**config.mk**
```make
export PLATFORM = sky130hd
export DESIGN_NAME = rr_decode_arbiter8
export DESIGN_NICKNAME = d
export VERILOG_FILES = /design/src/rtl/rr_decode_arbiter8.sv
export SDC_FILE = /design/constraint.sdc
export NUM_CORES = 1
export LEC_CHECK = 0
export CAP_MARGIN = 25
export CELL_PAD_IN_SITES_DETAIL_PLACEMENT = 0
export CELL_PAD_IN_SITES_GLOBAL_PLACEMENT = 1
export CORE_UTILIZATION = 38
export DETAILED_ROUTE_END_ITERATION = 7
export HOLD_SLACK_MARGIN = 0.06
export PLACE_DENSITY = 0.72
export RECOVER_POWER = 50
export SYNTH_ARGS = -nofsm -noshare
export SYNTH_HDL_FRONTEND = slang
export SYNTH_SLANG_ARGS = --single-unit
```
**constraint.sdc**
```tcl
create_clock -name clk -period 4.9 [get_ports clk]
set_input_delay 0.98 -clock clk [delete_from_list [all_inputs] [get_ports clk]]
set_output_delay 0.98 -clock clk [all_outputs]
set_load 0.01 [all_outputs]
```
**src/rtl/rr_decode_arbiter8.sv**
```systemverilog
`default_nettype none
// ============================================================================
// rr_decode_arbiter8 : 8-way round-robin arbiter, one-hot + binary grant out
// Rev 1.0
// ============================================================================
module rr_decode_arbiter8 #(
    parameter int MAX_HOLD = 16,
    parameter int CNT_W    = 5
) (
    input  logic       clk,
    input  logic       rst_n,
    input  logic [7:0] req,
    output logic [7:0] gnt,
    output logic [2:0] gnt_sel,
    output logic       gnt_valid
);

    typedef enum logic [0:0] {
        IDLE  = 1'b0,
        GRANT = 1'b1
    } state_t;

    localparam bit               c_hold_en    = (MAX_HOLD != 0);
    localparam logic [CNT_W-1:0] c_hold_limit = CNT_W'(MAX_HOLD);

    state_t           r_state, w_state_nxt;
    logic [2:0]       r_ptr, w_ptr_nxt;
    logic [CNT_W-1:0] r_hold_cnt, w_hold_nxt;
    logic [7:0]       r_gnt, w_gnt_nxt;
    logic [2:0]       r_sel, w_sel_nxt;
    logic             r_valid, w_valid_nxt;

    logic [15:0]      w_dbl;
    logic [7:0]       w_rot;
    logic [2:0]       w_off;
    logic [2:0]       w_idx;

    // Rotate so bit j corresponds to client (ptr + j) mod 8; lowest set bit wins.
    assign w_dbl = {req, req} >> r_ptr;
    assign w_rot = w_dbl[7:0];

    always_comb begin
        w_off = 3'd0;
        for (int i = 7; i >= 0; i--) begin
            if (w_rot[i]) begin
                w_off = 3'(i);
            end
        end
    end

    assign w_idx = r_ptr + w_off;

    always_ff @(posedge clk or negedge rst_n) begin
        if (!rst_n) begin
            r_state    <= IDLE;
            r_ptr      <= 3'd0;
            r_hold_cnt <= '0;
            r_gnt      <= 8'h00;
            r_sel      <= 3'd0;
            r_valid    <= 1'b0;
        end else begin
            r_state    <= w_state_nxt;
            r_ptr      <= w_ptr_nxt;
            r_hold_cnt <= w_hold_nxt;
            r_gnt      <= w_gnt_nxt;
            r_sel      <= w_sel_nxt;
            r_valid    <= w_valid_nxt;
        end
    end

    always_comb begin
        w_state_nxt = r_state;
        w_ptr_nxt   = r_ptr;
        w_hold_nxt  = r_hold_cnt;
        w_gnt_nxt   = r_gnt;
        w_sel_nxt   = r_sel;
        w_valid_nxt = r_valid;
        case (r_state)
            IDLE: begin
                if (req != 8'h00) begin
                    w_state_nxt = GRANT;
                    w_sel_nxt   = w_idx;
                    w_gnt_nxt   = 8'h01 << w_idx;
                    w_valid_nxt = 1'b1;
                    w_hold_nxt  = CNT_W'(1);
                end
            end
            GRANT: begin
                // Dropped request and hold-limit expiry both release the same way.
                if (!req[r_sel] || (c_hold_en && (r_hold_cnt == c_hold_limit))) begin
                    w_state_nxt = IDLE;
                    w_ptr_nxt   = r_sel + 3'd1;
                    w_gnt_nxt   = 8'h00;
                    w_sel_nxt   = 3'd0;
                    w_valid_nxt = 1'b0;
                end else if (r_hold_cnt != '1) begin
                    w_hold_nxt = r_hold_cnt + CNT_W'(1);
                end
            end
            default: begin
                w_state_nxt = IDLE;
            end
        endcase
    end

    assign gnt       = r_gnt;
    assign gnt_sel   = r_sel;
    assign gnt_valid = r_valid;

endmodule
`default_nettype wire

```
==> metrics.txt <==
# TYPE chip_impl_metric gauge
chip_impl_metric{name="hold_buffers",unit=""} 0
chip_impl_metric{name="post_synth_fa_ha_maj_area_fraction",unit="%"} 5.069
chip_impl_info{name="grt_setup_unrepaired",value="no"} 1
chip_impl_metric{name="vdd_drop_max",unit="uV"} 351.3
chip_impl_metric{name="final.hold.worst_slack",unit="ns"} 0.4837
chip_impl_metric{name="numCtsBuffers",unit=""} 3
chip_impl_metric{name="worst_hold_path.num_cells",unit=""} 2
chip_impl_metric{name="post-route-drc-count",unit=""} 0
chip_impl_metric{name="fin_tns_setup",unit="ns"} 0
chip_impl_metric{name="global_route.overflow_total",unit=""} 0
chip_impl_metric{name="setup.reg_to_reg.worst_slack",unit="ns"} 1.29
chip_impl_metric{name="grt_util_all_layers",unit="%"} 17.47
chip_impl_metric{name="clock_latency_late_sink",unit="ns"} 0.26
chip_impl_metric{name="final_max_tran_viols",unit=""} 0
chip_impl_metric{name="clockBufferDepth",unit=""} 2
chip_impl_metric{name="drive_gt1_share",unit="%"} 12.50
chip_impl_info{name="worstPathCellList",value="clkdlybuf4s50_1 -> mux2_2 -> mux2i_1 -> o311ai_0 -> a21oi_1 -> o21ai_0 -> a21oi_1 -> ha_1 -> inv_1 -> fa_1 -> xnor2_1 -> xnor2_2 -> a32o_1"} 1
chip_impl_metric{name="drt.antenna.violating_nets",unit=""} 0
chip_impl_metric{name="max-cap-violations",unit=""} 0
chip_impl_metric{name="synth_cells",unit=""} 158
chip_impl_metric{name="simple_logic_cell_fraction_of_the_synthesized_area",unit="%"} 12.21
chip_impl_metric{name="clkTransAtPathRegs",unit="ns"} 0.08
chip_impl_info{name="globalRoute.busiestLayer",value="met2"} 1
chip_impl_metric{name="timing.fmax",unit="GHz"} 0.2549
chip_impl_metric{name="setup_violations",unit=""} 0
chip_impl_metric{name="n_antenna_cell",unit=""} 0
chip_impl_metric{name="crit_required",unit="ns"} 5.10
chip_impl_metric{name="layout.cell_area.non_filler",unit="mm2"} 0.001912
chip_impl_metric{name="post_synth_mux_area_share",unit="%"} 27.65
chip_impl_info{name="critPathCaptureType",value="register"} 1
chip_impl_metric{name="detailedPlacementHpwl",unit="um"} 2761
chip_impl_metric{name="post_cts.repair.setup_buffers",unit=""} 0
chip_impl_metric{name="std_cell_rows",unit=""} 23
chip_impl_metric{name="grt_antenna_before_repair",unit=""} 0
chip_impl_info{name="kind_of_start_point_of_the_critical_path",value="primary input"} 1
chip_impl_metric{name="route.final.wire_length",unit="um"} 3635
chip_impl_metric{name="start_util",unit="%"} 40.15
chip_impl_info{name="crit-reg2reg-launch",value="r_ptr[1]$_DFFE_PN0P_"} 1
chip_impl_info{name="result_of_the_run",value="finished clean"} 1
chip_impl_metric{name="use_met2",unit="%"} 30.20
chip_impl_info{name="path_class",value="in -> reg"} 1
chip_impl_metric{name="slowest_delay",unit="ns"} 0.52
chip_impl_metric{name="synth.distinct_cells",unit=""} 42
chip_impl_info{name="hold_class",value="reg -> reg"} 1
chip_impl_metric{name="drt_pre_antenna_iters",unit=""} 4
chip_impl_metric{name="ctsResizeCount",unit=""} 0
chip_impl_metric{name="avgViaCountPerCell",unit=""} 5.920
chip_impl_metric{name="gp_congestion",unit=""} 0.7914
chip_impl_metric{name="routed-via-count",unit=""} 1338
chip_impl_metric{name="die_w",unit="um"} 67.48
chip_impl_metric{name="fill_count",unit=""} 393
chip_impl_metric{name="period_share",unit="%"} 80.07
chip_impl_info{name="cts_tree",value="built"} 1
chip_impl_metric{name="synth.avg_cell_area",unit="um2"} 10.31
chip_impl_metric{name="maxSlewHeadroom",unit="%"} 28.04
chip_impl_metric{name="worst_r2r_path_depth",unit=""} 12
chip_impl_metric{name="power_density",unit="mW/mm2"} 636.0
chip_impl_metric{name="p_leak",unit="nW"} 0.8404
chip_impl_metric{name="via_count_of_the_first_global_routing_pass",unit=""} 1247
chip_impl_metric{name="hold_viol_final",unit=""} 0
chip_impl_metric{name="yosys.area_share.xor_xnor",unit="%"} 2.074
chip_impl_metric{name="yosys_register_bits",unit=""} 21
chip_impl_metric{name="final_min_period",unit="ns"} 3.924
chip_impl_metric{name="timing_worst_slew_pin_value",unit="ns"} 1.070
chip_impl_metric{name="layout-area-overhead-vs-synth",unit="%"} 17.36
chip_impl_metric{name="grt.met3_usage",unit="%"} 2.872
chip_impl_metric{name="final.setup_skew",unit="ns"} 0.004764
chip_impl_metric{name="place_area",unit="mm2"} 0.001866
chip_impl_metric{name="synth.yosys.seq_area_share",unit="%"} 32.26
chip_impl_metric{name="worstPathArrival",unit="ns"} 4.12
chip_impl_metric{name="placeableCoreArea",unit="mm2"} 0.004058
chip_impl_metric{name="groute.layer.met1.usage",unit="%"} 22.60
chip_impl_metric{name="synth_compound_area_share",unit="%"} 16.13
chip_impl_metric{name="critical_path_peak_fanout",unit=""} 9
chip_impl_metric{name="syn-num-nets",unit=""} 174
chip_impl_info{name="cpMaxStageDelayCell",value="sky130_fd_sc_hd__clkdlybuf4s50_1"} 1
chip_impl_info{name="r2r_endpoint",value="gnt[3]$_DFFE_PN0P_"} 1
chip_impl_metric{name="buffer_ports.inserted",unit=""} 21
chip_impl_metric{name="buffer_and_inverter_count_on_the_worst_path",unit=""} 2
chip_impl_info{name="cp_common_cell",value="sky130_fd_sc_hd__a21oi_1"} 1
chip_impl_info{name="worst_hold_path.endpoint",value="gnt[7]$_DFFE_PN0P_"} 1
chip_impl_metric{name="htree_depth",unit=""} 1
chip_impl_metric{name="final_net_count",unit=""} 193
chip_impl_metric{name="pin_count",unit=""} 22
chip_impl_info{name="clock-root-buffer",value="sky130_fd_sc_hd__clkbuf_8"} 1
chip_impl_metric{name="die-area",unit="mm2"} 0.004553
chip_impl_info{name="worstHoldStart",value="gnt[7]$_DFFE_PN0P_"} 1
chip_impl_metric{name="grt_max_degree",unit=""} 22
chip_impl_metric{name="drt_iter0_drc",unit=""} 77
chip_impl_info{name="cpLargestDelayFamily",value="compound AO/OA/AOI/OAI gates"} 1
chip_impl_metric{name="die_y",unit="um"} 67.48
chip_impl_metric{name="synth_area",unit="mm2"} 0.001629
chip_impl_metric{name="clock_sink_count",unit=""} 21
chip_impl_metric{name="wl_per_cell",unit="um"} 16.08
chip_impl_metric{name="first_pass_grt_wire_length",unit="um"} 6003
chip_impl_metric{name="yosys_warnings",unit=""} 0
chip_impl_info{name="largest_family_of_logic_cells_by_synthesized_area",value="multiplexers"} 1
chip_impl_metric{name="post-layout-total-power",unit="mW"} 1.216
state kept, by name (all words and copies together), names as in the netlist:
name	cells
r_state	1
gnt_valid	1
r_hold_cnt	5
gnt_sel	3
gnt	8
r_ptr	3
cells in the mapped netlist, drive strengths merged:
library cell	n	share of area (%)
and2	1	0.38
a31oi	2	0.77
o41ai	1	1.0
a21o	1	0.46
fa	1	1.2
clkbuf	4	0.92
or2	1	0.38
clkinv	1	0.23
a41o	2	1.2
xor2	1	0.54
mux2	6	4.1
nor2b	1	0.38
xnor2	2	1.5
a22o	1	0.54
o31ai	4	1.8
nor4	1	0.38
nor3	2	0.61
dfrtp	21	32
nand4	1	0.38
o21ai	11	3.4
mux2i	12	7.4
a41oi	1	0.54
a211oi	2	1.2
nand2b	1	0.38
nor2	12	2.8
o311ai	1	0.54
a32o	2	1.2
mux4	11	16
buf	3	1.3
nand2	17	3.9
nand3	4	1.2
ha	5	3.8
nor4bb	1	0.61
and3	2	0.77
inv	8	2.2
a21oi	11	3.4
tightest hold or removal path, cell delays in order, from the launching register on:
cell and delay, ns:
sky130_fd_sc_hd__dfrtp_1 0.35, sky130_fd_sc_hd__nand2_1 0.05, sky130_fd_sc_hd__o21ai_0 0.06
cell usage in the layout (no fill, tap or decap), types with 2 or more instances in the layout:
cell,netlist,layout
sky130_fd_sc_hd__dfrtp_1,21,21
sky130_fd_sc_hd__nand2_1,17,17
sky130_fd_sc_hd__clkdlybuf4s50_1,0,14
sky130_fd_sc_hd__nor2_1,12,12
sky130_fd_sc_hd__mux2i_1,12,12
sky130_fd_sc_hd__a21oi_1,11,11
sky130_fd_sc_hd__o21ai_0,10,10
sky130_fd_sc_hd__mux4_2,7,7
sky130_fd_sc_hd__inv_1,7,7
sky130_fd_sc_hd__dlygate4sd3_1,0,7
sky130_fd_sc_hd__mux2_2,6,6
sky130_fd_sc_hd__ha_1,5,5
sky130_fd_sc_hd__mux4_1,4,4
sky130_fd_sc_hd__nand3_1,4,4
sky130_fd_sc_hd__o31ai_1,4,4
sky130_fd_sc_hd__clkbuf_8,0,3
sky130_fd_sc_hd__a31oi_1,2,2
sky130_fd_sc_hd__nor3_1,2,2
sky130_fd_sc_hd__and3_1,2,2
sky130_fd_sc_hd__a41o_1,2,2
sky130_fd_sc_hd__a32o_1,2,2
layout make-up:
type	instances	area, um2	area share (%)
clock buffer	3	41.29	2.160
clock inverter	1	5.005	0.2618
inverter	9	38.79	2.029
timing repair buffer	21	210.2	10.99
sequential	21	525.5	27.49
tap	50	62.56	3.272
multi-input combinational	121	1028	53.80
per-layer routing:
metal | share of wire [%] | wire, um | vias to the layer above
met2 | 51 | 1854 | 20
met1 | 45 | 1648 | 679
met4 | 0.74 | 27 | 0
met5 | 0 | 0 | -
met3 | 2.9 | 104 | 4
li1 | - | - | 635
cell families (layout without fill, tap and decap cells):
| logic type | count (synthesis) | count (layout) |
|---|---|---|
| DFF | 21 | 21 |
| muxes | 29 | 29 |
| AOI/OAI and AO/OA | 39 | 39 |
| adders and majority gates | 6 | 6 |
| and+or+nand+nor | 44 | 44 |
| xor gates and xnor gates | 3 | 3 |
| buffers and inverters | 16 | 34 |
power breakdown:
part | internal [mW] | switching, mW | leakage (nW)
clock network | 0.0566 | 0.0562 | 0.0255
registers | 0.232 | 0.115 | 0.269
logic | 0.351 | 0.404 | 0.546
through the flow:
| step | cells | worst slack [ns] | util, % |
|---|---|---|---|
| 4_1_cts | 226 | 1.006 | 47.12 |
| 5_1_grt | 226 | 0.7011 | 47.12 |
| 2_1_floorplan | 158 | 1.656 | - |
| 3_3_place_gp | 222 | 0.8257 | 45.98 |
| 3_5_place_dp | 222 | 0.7671 | 45.98 |
| 6_report | 226 | 0.9763 | 47.12 |
worst max-delay path by stage:
stage	end	cells after the start	slack, ns	startpoint
after floorplan	gnt[2]$_DFFE_PN0P_	12	1.66	req[7]
after global placement	gnt[1]$_DFFE_PN0P_	10	0.83	req[7]
after detailed placement	gnt[3]$_DFFE_PN0P_	10	0.77	req[7]
after CTS	gnt[3]$_DFFE_PN0P_	10	1.01	req[7]
after global routing	gnt[3]$_DFFE_PN0P_	13	0.70	req[7]
final	gnt[3]$_DFFE_PN0P_	13	0.98	req[7]
No activity file was read; power rests on OpenSTA's default activity.
==> edit, RTL diff (same settings) <==
`CNT_W`: 5 -> 7.
--- a/src/rtl/rr_decode_arbiter8.sv
+++ b/src/rtl/rr_decode_arbiter8.sv
@@ -5,7 +5,7 @@
 // ============================================================================
 module rr_decode_arbiter8 #(
     parameter int MAX_HOLD = 16,
-    parameter int CNT_W    = 5
+    parameter int CNT_W    = 7
 ) (
     input  logic       clk,
     input  logic       rst_n,
Behaviour: same outputs for any inputs over 10 cycles, from zero or initial values and one cycle with rst_n low; that may be too few to reach the edited logic, so the function may still have changed.
==> edit against the unedited design <==
  * Wire length grew 21%
  * Power grew 12%
  * Synthesized area grew 16%
  * Sequential cell count grew 2
  * Design area grew 11%
  * Worst setup slack gained 0.081 ns
  * Sequential share of layout area shrank 0.35 points
  * Critical path depth shrank 3
  * Critical endpoint is now gnt[5]
  * Largest power group unchanged
==> edit: results (changes against the unedited design) <==
Synth Area in Compound Gates=16.2% (was 16.1%); Hold Path Origin=gnt_valid (was gnt[7]); CP Data Arrival Time=4.00 ns (was 4.12 ns); CTS H-tree lvls=1 (unchanged); Syn Nets=228 (was 174); Worst Setup SP=req[1] (was req[7]); detailed-route wire length=4410 um (was 3640 um); outcome=finished clean (unchanged); GR Util All Layers=19.0% (was 17.5%); Slew Limit Headroom=29.3% (was 28.0%); sequential share of the synthesized area=30.6% (was 32.3%); CTS Buf Count=3 (unchanged); Largest register FFs=8 (unchanged); # resized after CTS=0 (unchanged); DR iter-0 viols=94 (was 77); fill count=495 (was 393); global-route wire length before repair=7770 um (was 6000 um); dpl hpwl=3120 um (was 2760 um); DRT Pass-1 Iters=5 (was 4); Synth Area in Adders=3.72% (was 5.07%); VDD IR-drop max=298 uV (was 351 uV); CP max stage cell=clkdlybuf4s50_1 (unchanged); Critical Path Fanout Max=10 (was 9); mux cell area share after synthesis=9.84% (was 27.6%); worst clock skew=0.00363 ns (was 0.00476 ns); largest net degree at the start of global routing=31 (was 22); Max clock buf depth=2 (unchanged); vias in the first global route=1521 (was 1247); Synth top cells by count=dfrtp_1 (23), nor3_1 (21), nor2_1 (16) (was dfrtp_1 (21), nand2_1 (17), mux2i_1 (12), nor2_1 (12), a21oi_1 (11)); drt via density=5.54 (was 5.92); post-synthesis xor/xnor area fraction=3.19% (was 2.07%); hold crit path type=register to register (unchanged); GP Congestion=0.753 (was 0.791); IO Port Bufs=21 (unchanged); Power per Cell Area=643 mW/mm^2 (was 636 mW/mm^2); synth warn=0 (unchanged); top cells by area, synth=dfrtp_1 (31%), nor3_1 (5.6%), mux4_2 (4.8%) (was dfrtp_1 (32%), mux4_2 (9.7%), mux2i_1 (7.4%)); Clock Pin Slew Worst Setup and Hold Paths=0.08 ns (about the same); post-synth cell types=49 (was 42); worst reg2reg startpoint=r_ptr[1] (unchanged); Nets=239 (was 193); antenna diode count=0 (unchanged); delay-heaviest family, CP=simple AND/OR/NAND/NOR gates (was compound AO/OA/AOI/OAI gates); initial antenna violation count=0 (unchanged); layout cells sized above 1=10.8% (was 12.5%); Skew-Pair Late Insertion Delay=0.26 ns (about the same); CTS root buffer=clkbuf_8 (unchanged); Post-CTS Setup Bufs=0 (unchanged); LEAKAGE=0.856 nW (was 0.840 nW); Async S/R FF share, synth=100% (unchanged); top_reg_cell synth=dfrtp_1 (unchanged); slowest cell delay on critical path=0.63 ns (was 0.52 ns)
edit: layer usage:
layer | routed length (um) | track usage (%) | vias up
met3 | 121 | 3.47 | 2
li1 | - | - | 800
met2 | 1970 | 28.6 | 22
met5 | 0 | 0 | -
met4 | 8 | 1.96 | 0
met1 | 2310 | 29.3 | 784
edit: worst register-to-register path, stage by stage, from the launching register on:
cell and delay [ns]:
dfrtp_1 0.95, nor3b_2 0.33, nor3_1 0.07, or4_1 0.56, o21ai_0 0.16, nand2_1 0.10, fa_1 0.43, xnor2_1 0.31
xnor2_1 0.19, a32o_1 0.24
edit: cell families after synthesis:
family	Yosys count
and+or+nand+nor	93
buffers and inverters	30
AOI/OAI and AO/OA	43
xor gates and xnor gates	6
adders and majority gates	5
muxes	13
DFF	23
edit: final cells by class:
cell class,instances,area share (%)
multi-input cells,160,53.8
flip-flops and latches,23,27.1
repair buffers,24,10.8
well taps,67,3.95
inverters,12,2.12
clock buffers,3,1.95
clock inverters,1,0.236
edit: final timing paths:
path | to | slack [ns] | cells past startpoint
min in group asynchronous | r_hold_cnt[3] | 1.00 | 1
max in group asynchronous | gnt[7] | 2.67 | 2
worst min register to register | gnt_valid | 0.47 | 2
worst max register to register | gnt[5] | 1.45 | 9
worst max-delay path | gnt[5] | 1.06 | 10
worst min-delay path | gnt_valid | 0.47 | 2
edit: where the power goes:
part | leakage (nW) | switching, mW | total, mW | internal (mW)
registers | 0.297 | 0.124 | 0.374 | 0.250
logic | 0.533 | 0.463 | 0.869 | 0.406
clock network | 0.0255 | 0.0628 | 0.120 | 0.0568
edit: per-stage QoR:
step | cell area (um^2) | util (%) | instances | setup slack, ns | hold WS, ns
global route | 2120 | 44.6 | 290 | 0.759 | 0.497
finish | 2120 | 44.6 | 290 | 1.06 | 0.475
global placement | 2060 | 43.4 | 284 | 0.762 | 0.459
detailed placement | 2100 | 44.1 | 286 | 0.762 | 0.467
CTS | 2140 | 45.1 | 290 | 1.04 | 0.488
floorplan | 1880 | - | 213 | 1.51 | 0.477
